===== config.mk =====
export PLATFORM = sky130hd
export DESIGN_NAME = mem_access_unit
export DESIGN_NICKNAME = d
export VERILOG_FILES = /design/src/rtl/mem_access_unit.sv
export SDC_FILE = /design/constraint.sdc
export NUM_CORES = 1
export LEC_CHECK = 0
export CORE_ASPECT_RATIO = 0.75
export CORE_MARGIN = 3
export CORE_UTILIZATION = 42
export CTS_BUF_LIST = sky130_fd_sc_hd__clkbuf_8
export DETAILED_ROUTE_END_ITERATION = 8
export PLACE_DENSITY = 0.74
export SYNTH_ARGS = -nofsm -noshare
export SYNTH_HDL_FRONTEND = slang
export SYNTH_SLANG_ARGS = --single-unit

===== constraint.sdc =====
create_clock -name clk -period 2.5 [get_ports clk]
set_input_delay 0.25 -clock clk [delete_from_list [all_inputs] [get_ports clk]]
set_output_delay 0.25 -clock clk [all_outputs]
set_load 0.005 [all_outputs]

===== src/rtl/mem_access_unit.sv =====
// MEM-stage load/store controller in front of Data_mem: word accesses, read-modify-write
// sub-word stores, lane extraction/extension of loads, and misalignment/illegal-size flagging.
module mem_access_unit #(
  parameter int ADDR_W       = 32,
  parameter int WORD_INDEXED = 1
) (
  input  logic              clk,
  input  logic              rst,
  input  logic              req_valid,
  output logic              req_ready,
  input  logic              req_we,
  input  logic [1:0]        req_size,
  input  logic              req_signed,
  input  logic [ADDR_W-1:0] req_addr,
  input  logic [31:0]       req_wdata,
  output logic              resp_valid,
  output logic [31:0]       resp_rdata,
  output logic              resp_err,
  output logic [ADDR_W-1:0] dm_addr,
  output logic [31:0]       dm_wdata,
  output logic              dm_re,
  output logic              dm_we,
  input  logic [31:0]       dm_rdata
);

  localparam logic [1:0] SZ_BYTE = 2'b00;
  localparam logic [1:0] SZ_HALF = 2'b01;
  localparam logic [1:0] SZ_WORD = 2'b10;

  typedef enum logic [1:0] {
    IDLE = 2'd0,
    RD   = 2'd1,
    WR   = 2'd2,
    RESP = 2'd3
  } state_t;

  state_t              state_r, state_nx_s;
  logic [1:0]          off_r, size_r;
  logic                signed_r, we_r;
  logic [15:0]         wdata_r;
  logic                lat_en_s, err_s;

  logic                req_ready_r, resp_valid_r, resp_err_r, dm_re_r, dm_we_r;
  logic [31:0]         resp_rdata_r, dm_wdata_r;
  logic [ADDR_W-1:0]   dm_addr_r;

  logic                req_ready_nx_s, resp_valid_nx_s, resp_err_nx_s, dm_re_nx_s, dm_we_nx_s;
  logic [31:0]         resp_rdata_nx_s, dm_wdata_nx_s;
  logic [ADDR_W-1:0]   dm_addr_nx_s;

  function automatic logic [ADDR_W-1:0] word_addr(input logic [ADDR_W-1:0] a);
    logic [ADDR_W-1:0] r;
    if (WORD_INDEXED != 0) begin
      r = {2'b00, a[ADDR_W-1:2]};
    end else begin
      r = {a[ADDR_W-1:2], 2'b00};
    end
    return r;
  endfunction

  // Move the addressed lane down to bit 0 and extend it; words pass through.
  function automatic logic [31:0] load_extract(input logic [31:0] w, input logic [1:0] size,
                                               input logic [1:0] off, input logic sgn);
    logic [7:0]  b;
    logic [15:0] h;
    logic [31:0] r;
    case (off)
      2'd0:    b = w[7:0];
      2'd1:    b = w[15:8];
      2'd2:    b = w[23:16];
      default: b = w[31:24];
    endcase
    h = off[1] ? w[31:16] : w[15:0];
    case (size)
      SZ_BYTE: r = {{24{sgn & b[7]}}, b};
      SZ_HALF: r = {{16{sgn & h[15]}}, h};
      default: r = w;
    endcase
    return r;
  endfunction

  function automatic logic [31:0] store_merge(input logic [31:0] w, input logic [15:0] d,
                                              input logic [1:0] size, input logic [1:0] off);
    logic [31:0] r;
    r = w;
    case (size)
      SZ_BYTE: begin
        case (off)
          2'd0:    r[7:0]   = d[7:0];
          2'd1:    r[15:8]  = d[7:0];
          2'd2:    r[23:16] = d[7:0];
          default: r[31:24] = d[7:0];
        endcase
      end
      SZ_HALF: begin
        if (off[1]) begin
          r[31:16] = d;
        end else begin
          r[15:0] = d;
        end
      end
      default: r = w;
    endcase
    return r;
  endfunction

  // Request legality: illegal size or misaligned half/word.
  always_comb begin
    err_s = (req_size == 2'b11) ||
            ((req_size == SZ_HALF) && req_addr[0]) ||
            ((req_size == SZ_WORD) && (req_addr[1:0] != 2'b00));
  end

  // Next-state and next-output logic; outputs are registered from these values.
  always_comb begin
    state_nx_s      = state_r;
    lat_en_s        = 1'b0;
    req_ready_nx_s  = 1'b0;
    resp_valid_nx_s = 1'b0;
    resp_err_nx_s   = 1'b0;
    resp_rdata_nx_s = 32'h0000_0000;
    dm_re_nx_s      = 1'b0;
    dm_we_nx_s      = 1'b0;
    dm_addr_nx_s    = dm_addr_r;
    dm_wdata_nx_s   = dm_wdata_r;
    case (state_r)
      IDLE: begin
        if (req_valid) begin
          lat_en_s     = 1'b1;
          dm_addr_nx_s = word_addr(req_addr);
          if (err_s) begin
            state_nx_s      = RESP;
            resp_valid_nx_s = 1'b1;
            resp_err_nx_s   = 1'b1;
          end else if (!req_we || (req_size != SZ_WORD)) begin
            state_nx_s = RD;
            dm_re_nx_s = 1'b1;
          end else begin
            state_nx_s    = WR;
            dm_we_nx_s    = 1'b1;
            dm_wdata_nx_s = req_wdata;
          end
        end else begin
          req_ready_nx_s = 1'b1;
        end
      end
      RD: begin
        if (we_r) begin
          state_nx_s    = WR;
          dm_we_nx_s    = 1'b1;
          dm_wdata_nx_s = store_merge(dm_rdata, wdata_r, size_r, off_r);
        end else begin
          state_nx_s      = RESP;
          resp_valid_nx_s = 1'b1;
          resp_rdata_nx_s = load_extract(dm_rdata, size_r, off_r, signed_r);
        end
      end
      WR: begin
        state_nx_s      = RESP;
        resp_valid_nx_s = 1'b1;
      end
      RESP: begin
        state_nx_s     = IDLE;
        req_ready_nx_s = 1'b1;
      end
      default: begin
        state_nx_s     = IDLE;
        req_ready_nx_s = 1'b1;
      end
    endcase
  end

  // State, latched request fields and registered outputs.
  always_ff @(posedge clk) begin
    if (rst) begin
      state_r      <= IDLE;
      off_r        <= 2'b00;
      size_r       <= 2'b00;
      signed_r     <= 1'b0;
      we_r         <= 1'b0;
      wdata_r      <= 16'h0000;
      req_ready_r  <= 1'b1;
      resp_valid_r <= 1'b0;
      resp_err_r   <= 1'b0;
      resp_rdata_r <= 32'h0000_0000;
      dm_re_r      <= 1'b0;
      dm_we_r      <= 1'b0;
      dm_addr_r    <= '0;
      dm_wdata_r   <= 32'h0000_0000;
    end else begin
      state_r      <= state_nx_s;
      if (lat_en_s) begin
        off_r    <= req_addr[1:0];
        size_r   <= req_size;
        signed_r <= req_signed;
        we_r     <= req_we;
        wdata_r  <= req_wdata[15:0];
      end
      req_ready_r  <= req_ready_nx_s;
      resp_valid_r <= resp_valid_nx_s;
      resp_err_r   <= resp_err_nx_s;
      resp_rdata_r <= resp_rdata_nx_s;
      dm_re_r      <= dm_re_nx_s;
      dm_we_r      <= dm_we_nx_s;
      dm_addr_r    <= dm_addr_nx_s;
      dm_wdata_r   <= dm_wdata_nx_s;
    end
  end

  assign req_ready  = req_ready_r;
  assign resp_valid = resp_valid_r;
  assign resp_err   = resp_err_r;
  assign resp_rdata = resp_rdata_r;
  assign dm_re      = dm_re_r;
  assign dm_we      = dm_we_r;
  assign dm_addr    = dm_addr_r;
  assign dm_wdata   = dm_wdata_r;

endmodule


After elaboration in Yosys (flattened, before gate mapping) --
Cells that the tools add are included.
Cells by class: mux-type cells 36, bitwise gates (word level) 5, reduce and logical (&&, ||, !) cells 17, eq/ne operators 14
Operator list (number):
- $pmux 32 s2 | 3
- $mux 32 | 4
- $mux 16 | 3
- $mux 8 | 6
- $pmux 8 s3 | 1
- $mux 1 | 12
- $eq 2x2->1 const B | 5
- $ne 2x2->1 const B | 5
- $eq 2x1->1 const B | 4
- $pmux 2 s4 | 1
- $logic_not 2->1 | 3
- $mux 2 | 3
- $reduce_or 3->1 | 2
- $reduce_and 5->1 | 1
- $pmux 1 s2 | 2
- $reduce_bool 2->1 | 2
- $reduce_or 4->1 | 1
- $logic_or 1x1->1 | 3
- $not 1->1 | 3
- $pmux 1 s3 | 1
- $and 1x1->1 | 2
- $logic_and 1x1->1 | 2
- $reduce_and 2->1 | 1
- $reduce_or 2->1 | 1
- $logic_not 1->1 | 1
Word-level totals: register bits 123, input port bits 103

Longest topological paths before layout --
Gate-level depths: netlist (run 1).
depth in word-level cells 7, mapped depth 8

Worst setup path before layout (run 1) --
No wires, ideal clock.
path kind flip-flop to flip-flop, from reg state_r[0], to reg dm_wdata_r[17], in the netlist dm_wdata[17], setup time 0.069 ns, period minus slack after synthesis 1.849 ns, cell stages (with the launch flop) 9, slack 0.651 ns, arrival time 1.780 ns, required time 2.431 ns, cell sequence dfxtp_1 > inv_1 > ha_1 > clkbuf_1 > o21bai_1 > clkbuf_1 > clkbuf_1 > o21ai_0 > o21ai_1
Between the ends: longest elaborated chain between the ends 3, elaborated cells between the ends (all ways) 9
RTL lines:
- from (decl) | line 37 | state_t state_r, state_nx_s;
- from (signal assigned) | line 191 | state_r <= state_nx_s;
- $eq 2x1->1 / $logic_not 2->1 (equally long branches) | line 126 | case (state_r)
- $ne 2x2->1 (no line) / $reduce_bool 2->1 (equally long branches)
- $reduce_and 5->1 (no line)
- to (signal assigned) | line 206 | dm_wdata_r <= dm_wdata_nx_s;
- to (decl) | line 44 | logic [31:0] resp_rdata_r, dm_wdata_r;
Several ways; a longest one is shown, not always the timed one. A chain may end at the register's enable or synchronous reset.

Final worst setup path (run 1) --
from reg off_r[1], to reg dm_wdata_r[22], in the netlist dm_wdata[22]
Between the ends: longest elaborated chain between the ends 5, elaborated cells between the ends (all ways) 6
RTL lines:
- from (decl) | line 38 | logic [1:0] off_r, size_r;
- from (signal assigned) | line 193 | off_r <= req_addr[1:0];
- $eq 2x2->1 | line 88 | case (off)
- $mux 8 | line 88
- $pmux 32 s2 (*) | line 86 | case (size)
- $mux 32 (*) | line 148 | if (we_r) begin
- $pmux 32 s2 (*) | line 126
Every way passes the cells marked *; elsewhere a longest branch is shown, timed or not. The select of a mux whose other input is x is not followed.

==> flow_summary.yaml, run 1 <==
clock_tree:
  cts_tree: "done"
  clkSinkCount: 123
  cts_setup_buffers: 0
  htreeDepth: 4
  cts_resized: 0
  cts-root-buf: "clkbuf_8"
  clock_path_buffers: 2
  ctsHoldBuffers: 0
  cts_made_buffers: 17
  clk_latency_ps: 450
  clk_pin_slew_ps: 90
yosys:
  yosys_register_bits: 123
  synth-compound-area-share_pct: 25.3
  post-synth-top-area-cell: "dfxtp_1"
  synth.top_cells.by_area: "dfxtp_1 (39%), nand2_1 (9.4%), a21oi_1 (4.5%)"
  synth-async-reset-ratio_pct: 0
  synth_edf_count: 0
  synth_top_family_by_area: "compound AO/OA/AOI/OAI gates"
  yosysTopAreaCellShare_pct: 39.1
  synth_commonest_cells: "nand2_1 (157), dfxtp_1 (123), a21oi_1 (57), clkbuf_1 (56), nor2_1 (49)"
  synthFlopType: "dfxtp_1"
  synth_xor_area_share_pct: 0
  synth_most_common_cell: "nand2_1"
  syn_area_um2: 6290
  synth_fa_ha_area_share_pct: 0.796
  synth_mux_area_share_pct: 5.57
  avgSynthCellArea_um2: 7.96
  yosys.area_share.simple_pct: 23.6
  netlist-cell-type-count: 53
  ys_warn_count: 0
  yosysSeqAreaShare_pct: 39.1
  syn_inst: 790
floorplan:
  core_area_um2: 14500
  rows: 38
  chipWidth_um: 147
  fp.dieH_um: 112
  initial_core_util_pct: 43.2
  dieArea_um2: 16500
  boundaryPins: 204
place:
  gp_congestion: 0.952
  placedCellCount: 1140
  dpl_cell_area_um2: 8430
  port_buffers: 201
  dp_hpwl_um: 15000
detailed_routing:
  met3_length_um: 2500
  wl_um: 21300
  vias: 6606
  drt_first_pass_iters: 7
  drt_iter0_markers: 813
  routed-wl-met2_um: 8990
  routedWlPerCell_um: 18.2
  drc_errors: 0
  route.layer.met1.wl_um: 9440
  viasPerCell: 5.64
  routed.top_layer: "met4"
  ant_nets: 0
grt:
  overflow: 0
  grt_pass1_wl_um: 33200
  grt_max_degree: 124
  grt_pass1_vias: 5996
  grt_antenna_before_repair: 0
  grt.total_usage_pct: 25.2
sta:
  whs_ps: 334
  hold_violations: 0
  setup_viol: 0
  layout_min_cycle_time_ps: 2300
  relSlewSlack_pct: 29.8
  worst_pin_slew_ps: 1050
  final.setup_skew_ps: 10.2
  rsz0062_at_grt: "no"
  min_period_over_period_pct: 92.0
  fmax_mhz: 435
  maxSlewViolCount: 0
  fin_setup_tns_ps: 0
setup_path:
  worstPathRequired_ps: 2820
  crit_arrival_ps: 2620
  critPathMaxFanout: 17
  endpoint_kind: "flop"
  startpoint_type: "flop"
  path_class: "reg -> reg"
finish:
  fin_util_pct: 60.9
  finalNetCount: 1066
  antenna_cells: 0
  fin_area_um2: 8870
  syn2layout_area_growth_pct: 40.9
  final_cells: 1172
  drive_gt1_share_pct: 6.69
status:
  status: "complete, no violations"
power_and_ir_drop:
  switching_share_pct: 39.2
  power_report.internal_total_uw: 5110
  power_frac_comb_pct: 43.6
  switching_power_uw: 3300
  power_density_nw_per_um2: 948
  clock_power_share_pct: 23.3
  irDropWorstVdd_v: 0.000712
  p_seq_share_pct: 33.0
  p_leak_uw: 0.00334
run:
  drv_cap: 0
hold_path:
  hold_path_class: "in -> reg"
-- through the flow --
| step | total power, uW | setup slack, ps |
|---|---|---|
| CTS | 8410 | 194 |
| floorplan | 4810 | 651 |
| finish | 8410 | 201 |
| global route | 8920 | 45.5 |
| global placement | 6380 | 263 |
| detailed placement | 6420 | 192 |
-- cells in the final DEF, fill, tap and decap left out, types with 15 or more instances in the layout --
cell type	count
buf_4	19
o21ai_1	44
nor2b_1	32
a32o_1	15
a21oi_1	57
nor2_1	47
mux2_1	23
dfxtp_1	123
nand2_1	156
o21ai_0	25
a211oi_1	18
clkbuf_8	17
a21o_1	17
or4_1	26
clkdlybuf4s50_1	200
-- registers in the layout, indices dropped and copies added, names as in the netlist, 2 cells and up --
| signal | count |
|---|---|
| dm_wdata | 32 |
| state_r | 2 |
| wdata_r | 16 |
| resp_rdata | 32 |
| dm_addr | 30 |
| size_r | 2 |
| off_r | 2 |
-- cells by family (layout without fill, tap and decap cells) --
kind of cell             after synthesis  after routing
AND/OR/NAND/NOR                      312            312
AO/OA/AOI/OAI                        238            238
flip-flops                           123            123
buffers and inverters                 80            261
multiplexers                          32             32
adder cells (fa/ha/maj)                4              4
other                                  1              2
-- critical path, cell delays in order, from the launching register on --
cell and delay (ps):
dfxtp_1 740, nand2b_1 370, mux2_1 400, a211oi_1 520, o21ai_1 140
-- power groups by stage --
stage / combinational, uW / sequential (uW) / clock [uW]
after floorplan: 2090 / 2720 / 0
after global placement: 3580 / 2800 / 0
after detailed placement: 3620 / 2800 / 0
after CTS: 3650 / 2760 / 2000
after global routing: 4000 / 2820 / 2090
final: 3670 / 2780 / 1960
-- worst paths after layout --
kind	startpoint	to	slack [ps]	cells past startpoint
worst max-delay path	off_r[1]$_SDFFE_PP0P_	dm_wdata[22]$_SDFFE_PP0P_	200	4
worst min register to register	dm_addr[12]$_SDFFE_PP0P_	dm_addr[12]$_SDFFE_PP0P_	450	2
worst max register to register	off_r[1]$_SDFFE_PP0P_	dm_wdata[22]$_SDFFE_PP0P_	200	4
worst min-delay path	req_addr[7]	dm_addr[5]$_SDFFE_PP0P_	330	3
-- layout make-up --
class,count,area (um2)
tap,200,250
timing repair buffer,221,2180
clock inverter,15,201
clock buffer,17,234
inverter,8,30.0
sequential,123,2460
fill,1325,5680
multi-input combinational,588,3500
-- layer usage --
layer  vias to the layer above  global-route usage (%)
met3                        33                    8.30
met4                         0                    6.83
met5                         -                       0
met1                      3070                    36.7
met2                       346                    35.7
li1                       3157                       -
(Power assumes the default switching activity.)
==> run 2, diff against run 1 <==
--- a/config.mk
+++ b/config.mk
@@ -11,6 +11,7 @@
 export CTS_BUF_LIST = sky130_fd_sc_hd__clkbuf_8
 export DETAILED_ROUTE_END_ITERATION = 8
 export PLACE_DENSITY = 0.74
+export SKIP_CTS_REPAIR_TIMING = 1
 export SYNTH_ARGS = -nofsm -noshare
 export SYNTH_HDL_FRONTEND = slang
 export SYNTH_SLANG_ARGS = --single-unit
==> results of run 2 <==
Same layout as run 1: the final DEF is identical, and so are final timing and power.
